### config.mk
export PLATFORM = sky130hd
export DESIGN_NAME = camera_byte_pairer
export DESIGN_NICKNAME = d
export VERILOG_FILES = /design/src/rtl/camera_byte_pairer.sv
export SDC_FILE = /design/constraint.sdc
export NUM_CORES = 1
export LEC_CHECK = 0
export ABC_AREA = 1
export ABC_CLOCK_PERIOD_IN_PS = 1950
export CAP_MARGIN = 20
export CORE_MARGIN = 10
export CORE_UTILIZATION = 40
export CTS_BUF_LIST = sky130_fd_sc_hd__clkbuf_4
export CTS_CLUSTER_DIAMETER = 30
export DETAILED_ROUTE_END_ITERATION = 8
export PLACE_DENSITY = 0.61
export SYNTH_ARGS = -nofsm -noshare
export SYNTH_HDL_FRONTEND = slang
export SYNTH_SLANG_ARGS = --single-unit
### constraint.sdc
create_clock -name system_clk_in -period 1.95 [get_ports system_clk_in]
set_input_delay 0.195 -clock system_clk_in [delete_from_list [all_inputs] [get_ports system_clk_in]]
set_output_delay 0.195 -clock system_clk_in [all_outputs]
set_load 0.1 [all_outputs]
### src/rtl/camera_byte_pairer.sv
// camera_byte_pairer
//   Front end of the camera path. Oversamples a raw OV7670-style parallel bus
//   (pclk, href, vsync, data) in the system clock domain. It pairs consecutive
//   bytes into 16-bit RGB565 pixels and emits one valid strobe per pixel. It
//   also emits a frame-done pulse at the start of vertical blank.
//
//   Optional build macro: LINE_CHECK_EN
//     When defined, this adds a per-line pixel counter and a sticky
//     line_error_out flag. The flag is set by lines with the wrong length or
//     by lines that end on an odd byte.
//
// Ports
//   system_clk_in    system clock (65 MHz); the only clock
//   rst_in           asynchronous, active-high reset
//   cam_pclk_in      camera pixel clock pin, sampled as data
//   cam_href_in      camera line-active pin
//   cam_vsync_in     camera frame-sync pin, high = vertical blank
//   cam_data_in      camera data byte
//   pixel_out        assembled pixel {first byte, second byte}; held between pulses
//   valid_pixel_out  one-cycle strobe, pixel_out is new
//   frame_done_out   one-cycle pulse on the rising edge of vsync
//   line_error_out   sticky line-length error (LINE_CHECK_EN only)

module camera_byte_pairer #(
   parameter int unsigned SYNC_STAGES = 2,
   parameter int unsigned H_PIXELS    = 320
) (
   input  logic        system_clk_in,
   input  logic        rst_in,
   input  logic        cam_pclk_in,
   input  logic        cam_href_in,
   input  logic        cam_vsync_in,
   input  logic [7:0]  cam_data_in,
   output logic [15:0] pixel_out,
   output logic        valid_pixel_out,
   output logic        frame_done_out
`ifdef LINE_CHECK_EN
   ,
   output logic        line_error_out
`endif
);

   typedef enum logic [1:0] {
      StWaitFrame,
      StLineIdle,
      StByteLo
   } state_e;

   // ------------------------------------------------------------------
   // Input synchronizers. All pins use the same depth, so data, href and
   // pclk stay aligned with each other after synchronization.
   // ------------------------------------------------------------------
   logic [SYNC_STAGES-1:0]      pclk_sync_q;
   logic [SYNC_STAGES-1:0]      href_sync_q;
   logic [SYNC_STAGES-1:0]      vsync_sync_q;
   logic [SYNC_STAGES-1:0][7:0] data_sync_q;
   logic                        pclk_prev_q;
   logic                        vsync_prev_q;

   always_ff @(posedge system_clk_in or posedge rst_in) begin
      if (rst_in) begin
         pclk_sync_q  <= '0;
         href_sync_q  <= '0;
         vsync_sync_q <= '0;
         data_sync_q  <= '0;
         pclk_prev_q  <= 1'b0;
         vsync_prev_q <= 1'b0;
      end else begin
         pclk_sync_q  <= {pclk_sync_q[SYNC_STAGES-2:0], cam_pclk_in};
         href_sync_q  <= {href_sync_q[SYNC_STAGES-2:0], cam_href_in};
         vsync_sync_q <= {vsync_sync_q[SYNC_STAGES-2:0], cam_vsync_in};
         data_sync_q  <= {data_sync_q[SYNC_STAGES-2:0], cam_data_in};
         pclk_prev_q  <= pclk_sync_q[SYNC_STAGES-1];
         vsync_prev_q <= vsync_sync_q[SYNC_STAGES-1];
      end
   end

   logic       pclk_s;
   logic       href_s;
   logic       vsync_s;
   logic [7:0] data_s;
   logic       pclk_rise;
   logic       vsync_rise;
   logic       vsync_fall;

   assign pclk_s     = pclk_sync_q[SYNC_STAGES-1];
   assign href_s     = href_sync_q[SYNC_STAGES-1];
   assign vsync_s    = vsync_sync_q[SYNC_STAGES-1];
   assign data_s     = data_sync_q[SYNC_STAGES-1];
   assign pclk_rise  = pclk_s & ~pclk_prev_q;
   assign vsync_rise = vsync_s & ~vsync_prev_q;
   assign vsync_fall = ~vsync_s & vsync_prev_q;

   // ------------------------------------------------------------------
   // Pairing FSM
   // ------------------------------------------------------------------
   state_e state_q, state_d;

   logic capture_hi;
   logic emit;

   // href during vertical blank is ignored. A vsync rise in the same cycle
   // as a second-byte edge suppresses the pixel.
   assign capture_hi = (state_q == StLineIdle) & pclk_rise & href_s & ~vsync_s;
   assign emit       = (state_q == StByteLo) & pclk_rise & href_s & ~vsync_rise;

   // State register
   always_ff @(posedge system_clk_in or posedge rst_in) begin
      if (rst_in) begin
         state_q <= StWaitFrame;
      end else begin
         state_q <= state_d;
      end
   end

   // Next-state logic
   always_comb begin
      state_d = state_q;
      if (vsync_rise) begin
         state_d = StWaitFrame;
      end else begin
         unique case (state_q)
            StWaitFrame: begin
               if (vsync_fall) begin
                  state_d = StLineIdle;
               end
            end
            StLineIdle: begin
               if (capture_hi) begin
                  state_d = StByteLo;
               end
            end
            StByteLo: begin
               // Line ended on an odd byte: drop the pending high byte.
               if (!href_s || emit) begin
                  state_d = StLineIdle;
               end
            end
            default: state_d = StWaitFrame;
         endcase
      end
   end

   // Output / datapath next-state logic
   logic [7:0]  hi_byte_q, hi_byte_d;
   logic [15:0] pixel_q, pixel_d;
   logic        valid_q, valid_d;
   logic        frame_done_q, frame_done_d;

   always_comb begin
      hi_byte_d    = hi_byte_q;
      pixel_d      = pixel_q;
      valid_d      = 1'b0;
      frame_done_d = vsync_rise;
      if (vsync_rise || ((state_q == StByteLo) && !href_s)) begin
         hi_byte_d = 8'h00;
      end else if (capture_hi) begin
         hi_byte_d = data_s;
      end
      if (emit) begin
         pixel_d = {hi_byte_q, data_s};
         valid_d = 1'b1;
      end
   end

   always_ff @(posedge system_clk_in or posedge rst_in) begin
      if (rst_in) begin
         hi_byte_q    <= 8'h00;
         pixel_q      <= 16'h0000;
         valid_q      <= 1'b0;
         frame_done_q <= 1'b0;
      end else begin
         hi_byte_q    <= hi_byte_d;
         pixel_q      <= pixel_d;
         valid_q      <= valid_d;
         frame_done_q <= frame_done_d;
      end
   end

   assign pixel_out       = pixel_q;
   assign valid_pixel_out = valid_q;
   assign frame_done_out  = frame_done_q;

`ifdef LINE_CHECK_EN
   // ------------------------------------------------------------------
   // Line-length checker
   // ------------------------------------------------------------------
   localparam logic [10:0] HPixW = 11'(H_PIXELS);

   logic        href_prev_q;
   logic        href_fall;
   logic        odd_end;
   logic [10:0] line_cnt_q, line_cnt_d;
   logic        line_error_q, line_error_d;

   assign href_fall = ~href_s & href_prev_q;
   // A falling href while a high byte is still pending means an odd byte count.
   assign odd_end   = (state_q == StByteLo) & href_fall;

   always_comb begin
      line_cnt_d   = line_cnt_q;
      line_error_d = line_error_q;
      if (href_fall || vsync_rise) begin
         line_cnt_d = 11'd0;
      end else if (emit && (line_cnt_q != 11'h7ff)) begin
         // Saturate so that an overlong line cannot wrap back to zero.
         line_cnt_d = line_cnt_q + 11'd1;
      end
      if (href_fall &&
          (((line_cnt_q != HPixW) && (line_cnt_q != 11'd0)) || odd_end)) begin
         line_error_d = 1'b1;
      end
   end

   always_ff @(posedge system_clk_in or posedge rst_in) begin
      if (rst_in) begin
         href_prev_q  <= 1'b0;
         line_cnt_q   <= 11'd0;
         line_error_q <= 1'b0;
      end else begin
         href_prev_q  <= href_s;
         line_cnt_q   <= line_cnt_d;
         line_error_q <= line_error_d;
      end
   end

   assign line_error_out = line_error_q;
`endif

endmodule

==> impl_metrics.json, run 1 <==
{
  "syn_nets": 169,
  "hp-class": "in -> async",
  "via_per_inst": 4.54,
  "final_area_mm2": 0.00217,
  "cts_tree": "done",
  "ff2ff_path_depth": 6,
  "rows": 24,
  "core_area_mm2": 0.00432,
  "wire_per_inst_um": 12.7,
  "netlist_top_cells_area": "dfrtp_1 (74%), nand2_1 (15%), nand3_1 (2.5%)",
  "synth_warnings": 0,
  "post-cts-setup-buffers": 0,
  "numCtsBuffers": 5,
  "synth_top_area_share": 0.736,
  "num_io_pins": 31,
  "period_needed_ns": 1.51,
  "cts.clk_slew.worst_paths_ns": 0.14,
  "grt_usage": 0.0873,
  "design_power_total_w": 0.00209,
  "worstPathMaxFanout": 17,
  "drt_pass1_iterations": 4,
  "relSlewSlack": 0.766,
  "yosys-top-cells-count": "nand2_1 (70), dfrtp_1 (52), nand3_1 (9), inv_1 (8)",
  "clock-sinks": 52,
  "gp_congestion": 0.752,
  "yosys.cell_count.top_type": "nand2_1",
  "wl_um": 3090,
  "cts-resized-gates": 0,
  "r2r_start": "vsync_sync_q[1]$_DFF_PP0_",
  "ys_async_sr_fraction": 1.00,
  "hold_buffers": 0,
  "critPathArrivalTime_ns": 1.81,
  "synthCells": 155,
  "ir_drop_v": 0.000517,
  "required_ns": 2.25,
  "setup_tns_ns": 0,
  "layout-drive-gt1-share": 0.182,
  "fp.dieW_um": 86.5,
  "r2r_slack_ns": 0.44,
  "r2r_end": "pixel_out[11]$_DFFE_PP0P_",
  "start_kind": "flop",
  "cts-root-buf": "clkbuf_4",
  "cp-end-kind": "flop",
  "yosysSeqAreaShare": 0.736,
  "route.vias.total": 1108,
  "cap_violations": 0,
  "grt_pass1_wl_um": 5180,
  "post_synth_num_cell_types": 18,
  "portBuffers": 30,
  "synth_area_per_cell_um2": 11.4,
  "antenna_found_initial": 0,
  "ys_ff_latch": 52,
  "fmax_ghz": 0.661,
  "dp.final_hpwl_um": 2200,
  "antennaDiodeCount": 0,
  "criticalPathCategory": "reg -> reg",
  "outcome": "finished, final reports clean",
  "fillCellCount": 407,
  "die-area_mm2": 0.00748,
  "powerDensity_mw_per_mm2": 960,
  "hold_violations": 0,
  "syn-cell-area_mm2": 0.00177,
  "start_util": 0.409,
  "drt.antenna.violating_nets": 0,
  "grt_max_degree": 43,
  "grt-ovfl-total": 0,
  "htree_levels": 2,
  "worst_pin_slew_ns": 0.350,
  "yosys.area.top_type": "dfrtp_1",
  "die_h_um": 86.5,
  "syn_to_final_growth_pct": 22.8,
  "period_share": 0.776,
  "setup_viol": 0,
  "grt_pass1_vias": 1158,
  "clock_path_buffers": 2,
  "drc": 0,
  "drtIter0Drc": 69,
  "holdWs_ns": 0.0672,
  "fin_worst_skew_ns": 0.0117,
  "place_area_mm2": 0.00209,
  "rsz0062_at_grt": "no",
  "insertion_delay_ns": 0.35,
  "slew_viol_final": 0,
  "synth_edf_count": 0,
  "p_leak_nw": 1.18,
  "nets": 205,
  "synthFlopType": "dfrtp_1"
}
==> worst max-delay path by stage <==
stage / slack (ns) / cells after the start / startpoint / endpoint
floorplan: 0.50 / 1 / rst_in / data_s[0]$_DFF_PP0_
global placement: 0.54 / 6 / vsync_sync_q[1]$_DFF_PP0_ / pixel_out[10]$_DFFE_PP0P_
detailed placement: 0.46 / 6 / vsync_sync_q[1]$_DFF_PP0_ / pixel_out[10]$_DFFE_PP0P_
CTS: 0.43 / 6 / vsync_sync_q[1]$_DFF_PP0_ / pixel_out[10]$_DFFE_PP0P_
global route: 0.28 / 6 / vsync_sync_q[1]$_DFF_PP0_ / pixel_out[2]$_DFFE_PP0P_
finish: 0.44 / 6 / vsync_sync_q[1]$_DFF_PP0_ / pixel_out[11]$_DFFE_PP0P_
==> stage by stage <==
stage | std cells | util | setup WS (ns)
floorplan | 155 | - | 0.497
global placement | 236 | 0.484 | 0.539
detailed placement | 236 | 0.484 | 0.464
CTS | 244 | 0.503 | 0.432
global route | 244 | 0.503 | 0.282
finish | 244 | 0.503 | 0.436
==> critical path: stages, from the launching register on <==
cell and delay, ns:
dfrtp_1 0.42, ha_1 0.27, nor2_2 0.20, nand2_4 0.16
inv_2 0.25, nand2_1 0.09, nand2_1 0.07
==> logic make-up (layout without fill, tap and decap cells) <==
kind of cell,Yosys count,count (layout),share of synthesized area
adders and majority gates,1,1,0.00707
buffers and inverters,11,48,0.0283
and+or+nand+nor,88,88,0.219
AOI/OAI and AO/OA,3,3,0.00990
DFF,52,52,0.736
==> flip-flops by register name, indices dropped and copies added, names as in the netlist <==
register,count
pixel_out,16
data_s,8
data_sync_q,8
hi_byte_q,8
href_sync_q,2
pclk_sync_q,2
state_q,2
vsync_sync_q,2
frame_done_out,1
pclk_prev_q,1
valid_pixel_out,1
vsync_prev_q,1
==> report_power, final <==
| group | total, W | switching, W | internal, W |
|---|---|---|---|
| Sequential | 0.00118 | 0.0000383 | 0.00114 |
| Combinational | 0.000316 | 0.000224 | 0.0000916 |
| Clock | 0.000588 | 0.000305 | 0.000283 |
| Total | 0.00209 | 0.000568 | 0.00152 |
==> layout by cell type (no fill, tap or decap), drive strengths merged <==
cell           Yosys  layout
nand2             72      72
dfrtp             52      52
buf                2      19
clkdlybuf4s50      0      12
nand3              9       9
inv                9       9
clkbuf             0       6
nor2               5       5
a21oi              1       1
nand4              1       1
o21bai             1       1
nand3b             1       1
o21ai              1       1
ha                 1       1
clkinv             0       1
bufinv             0       1
==> routing by layer <==
metal	vias to the layer above	GRT usage	share of wire
met3	5	0.0413	0.058
met4	0	0.0353	0.016
met1	533	0.0924	0.42
met5	-	0	0
met2	23	0.146	0.51
li1	547	-	-
==> cell type report <==
class / count / area (um2) / share of cell area
inverter: 9 / 33.8 / 0.0155
clock inverter: 2 / 35.0 / 0.0161
sequential: 52 / 1300 / 0.599
multi-input combinational: 92 / 418 / 0.192
timing repair buffer: 31 / 275 / 0.127
tap: 52 / 65.1 / 0.0299
clock buffer: 6 / 45.0 / 0.0207
(Power assumes the default switching activity.)
==> inputs of run 2 (changes only) <==
--- a/config.mk
+++ b/config.mk
@@ -6,14 +6,14 @@
 export NUM_CORES = 1
 export LEC_CHECK = 0
 export ABC_AREA = 1
-export ABC_CLOCK_PERIOD_IN_PS = 1950
+export ABC_CLOCK_PERIOD_IN_PS = 1300
 export CAP_MARGIN = 20
 export CORE_MARGIN = 10
 export CORE_UTILIZATION = 40
 export CTS_BUF_LIST = sky130_fd_sc_hd__clkbuf_4
 export CTS_CLUSTER_DIAMETER = 30
 export DETAILED_ROUTE_END_ITERATION = 8
-export PLACE_DENSITY = 0.61
+export PLACE_DENSITY = 0.64
 export SYNTH_ARGS = -nofsm -noshare
 export SYNTH_HDL_FRONTEND = slang
 export SYNTH_SLANG_ARGS = --single-unit
==> constraint.sdc (replaced) <==
create_clock -name system_clk_in -period 1.3 [get_ports system_clk_in]
set_input_delay 0.13 -clock system_clk_in [delete_from_list [all_inputs] [get_ports system_clk_in]]
set_output_delay 0.13 -clock system_clk_in [all_outputs]
set_load 0.1 [all_outputs]
==> run 2 against run 1 <==
Sequential share of layout area shrank 7.8 points. Wire length grew 9.1%. Global-route usage grew 0.71 points. Critical path type unchanged.
==> impl_metrics.json, run 2 (synthesized netlist as in run 1, its figures left out) <==
{
  "powerDensity_mw_per_mm2": 1300,
  "via_per_inst": 4.63,
  "die_h_um": 86.5,
  "layout-drive-gt1-share": 0.240,
  "fin_worst_skew_ns": 0.0166,
  "layout_common_cells": "nand2_1 (69), dfrtp_1 (52), buf_12 (19)",
  "required_ns": 1.56,
  "relSlewSlack": 0.820,
  "finalWorstSetupSlack_ns": 0.0444,
  "grt_pass1_vias": 1195,
  "grt-ovfl-total": 0,
  "portBuffers": 30,
  "outcome": "finished, final reports clean",
  "wire_per_inst_um": 13.4,
  "fp.dieW_um": 86.5,
  "htree_levels": 2,
  "core_area_mm2": 0.00432,
  "insertion_delay_ns": 0.37,
  "grt_max_degree": 53,
  "cts.clk_slew.worst_paths_ns": 0.15,
  "hp-class": "in -> async",
  "r2r_slack_ns": 0.04,
  "start_util": 0.409,
  "start_kind": "flop",
  "gp_congestion": 0.727,
  "antenna_found_initial": 0,
  "grt_pass1_wl_um": 5580,
  "criticalPathCategory": "reg -> reg",
  "cp-end-kind": "flop",
  "die-area_mm2": 0.00748,
  "largest_reg_flops": 16,
  "slew_viol_final": 0,
  "period_needed_ns": 1.26,
  "drtIter0Drc": 148,
  "clock_path_buffers": 2,
  "numCtsBuffers": 5,
  "r2r_start": "vsync_sync_q[1]$_DFF_PP0_",
  "cap_violations": 0,
  "cts-root-buf": "clkbuf_4",
  "clock-sinks": 52,
  "setup_viol": 0,
  "r2r_end": "pixel_out[4]$_DFFE_PP0P_",
  "dp.final_hpwl_um": 2390,
  "num_io_pins": 31,
  "ir_drop_v": 0.000709,
  "ff2ff_path_depth": 6,
  "final_area_mm2": 0.00250,
  "rows": 24,
  "hold_buffers": 0,
  "hold_violations": 0,
  "period_share": 0.966,
  "syn_to_final_growth_pct": 41.3,
  "critPathArrivalTime_ns": 1.52,
  "drc": 0,
  "pre_cts_slack_ns": -0.128,
  "fmax_ghz": 0.796,
  "place_area_mm2": 0.00234,
  "p_leak_nw": 1.27,
  "nets": 213,
  "worstPathMaxFanout": 12,
  "worst_pin_slew_ns": 0.270,
  "final_common_cell": "nand2_1",
  "setup_tns_ns": 0,
  "drt.antenna.violating_nets": 0,
  "wl_um": 3380,
  "route.vias.total": 1166,
  "antennaDiodeCount": 0,
  "grt_usage": 0.0944,
  "cts_tree": "done",
  "drt_pass1_iterations": 4
}
-- run 2: changes by cell type in the layout (fill, tap and decap cells not counted), moves of 2 or more --
cell / previous run / this run
buf_12: 1 / 19
buf_4: 18 / 7
clkinvlp_4: 0 / 2
inv_1: 7 / 5
-- run 2: metal layers --
layer | global-route usage | vias up | share of wire
met2 | 0.152 | 38 | 0.49
met1 | 0.101 | 556 | 0.40
met4 | 0.0530 | 0 | 0.028
met3 | 0.0422 | 10 | 0.076
li1 | - | 562 | -
met5 | 0 | - | 0
-- run 2: worst max-delay path by stage --
stage                                    startpoint                  endpoint  slack (ns)
final                     vsync_sync_q[1]$_DFF_PP0_  pixel_out[4]$_DFFE_PP0P_        0.04
after global placement       vsync_prev_q$_DFF_PP0_  hi_byte_q[0]$_DFFE_PP0P_       -0.02
after CTS                    state_q[0]$_DFFE_PP0P_  pixel_out[4]$_DFFE_PP0P_      -0.004
after floorplan           vsync_sync_q[1]$_DFF_PP0_  pixel_out[0]$_DFFE_PP0P_        0.03
after detailed placement     state_q[0]$_DFFE_PP0P_  hi_byte_q[7]$_DFFE_PP0P_       -0.13
after global routing       href_sync_q[1]$_DFF_PP0_  hi_byte_q[6]$_DFFE_PP0P_       -0.01
-- run 2: timing repair --
item / in CTS / in global routing
setup buffers: 1 / 4
gates resized for setup: 4 / 6
gates cloned: 0 / 0
endpoints found under the setup margin: 24 / 24
pin swaps: 1 / 4
-- run 2: worst max-delay path: stages (launching register included) --
cell     delay (ns)
dfrtp_1        0.45
ha_4           0.20
nor2_4         0.14
nand2_4        0.08
buf_6          0.15
nand2_1        0.06
nand2_1        0.06
-- run 2: report_power, final --
part           switching, W  internal [W]  total (W)
Clock              0.000490      0.000401   0.000892
Combinational      0.000349      0.000220   0.000569
Sequential        0.0000765       0.00172    0.00179
Total              0.000915       0.00234    0.00325
-- run 2: area by class of cell --
cell class | count | area [um2]
Inverter | 9 | 40.0
Timing Repair Buffer | 39 | 564
Multi-Input combinational cell | 92 | 449
Sequential cell | 52 | 1300
Clock inverter | 3 | 42.5
Tap cell | 52 | 65.1
Fill cell | 355 | 1820
Clock buffer | 5 | 37.5
-- run 2: through the flow --
stage,utilization,std cells,total power [W],hold slack (ns)
floorplan,-,155,0.00213,0.161
global placement,0.542,239,0.00233,0.332
detailed placement,0.542,239,0.00237,0.335
CTS,0.565,248,0.00326,0.152
global route,0.578,252,0.00339,0.149
finish,0.578,252,0.00325,0.135
==> inputs of run 3 (changes only) <==
--- a/config.mk
+++ b/config.mk
@@ -6,7 +6,6 @@
 export NUM_CORES = 1
 export LEC_CHECK = 0
 export ABC_AREA = 1
-export ABC_CLOCK_PERIOD_IN_PS = 1300
 export CAP_MARGIN = 20
 export CORE_MARGIN = 10
 export CORE_UTILIZATION = 40
==> results of run 3 <==
No change in the layout: final DEF, timing and power equal those of run 2.
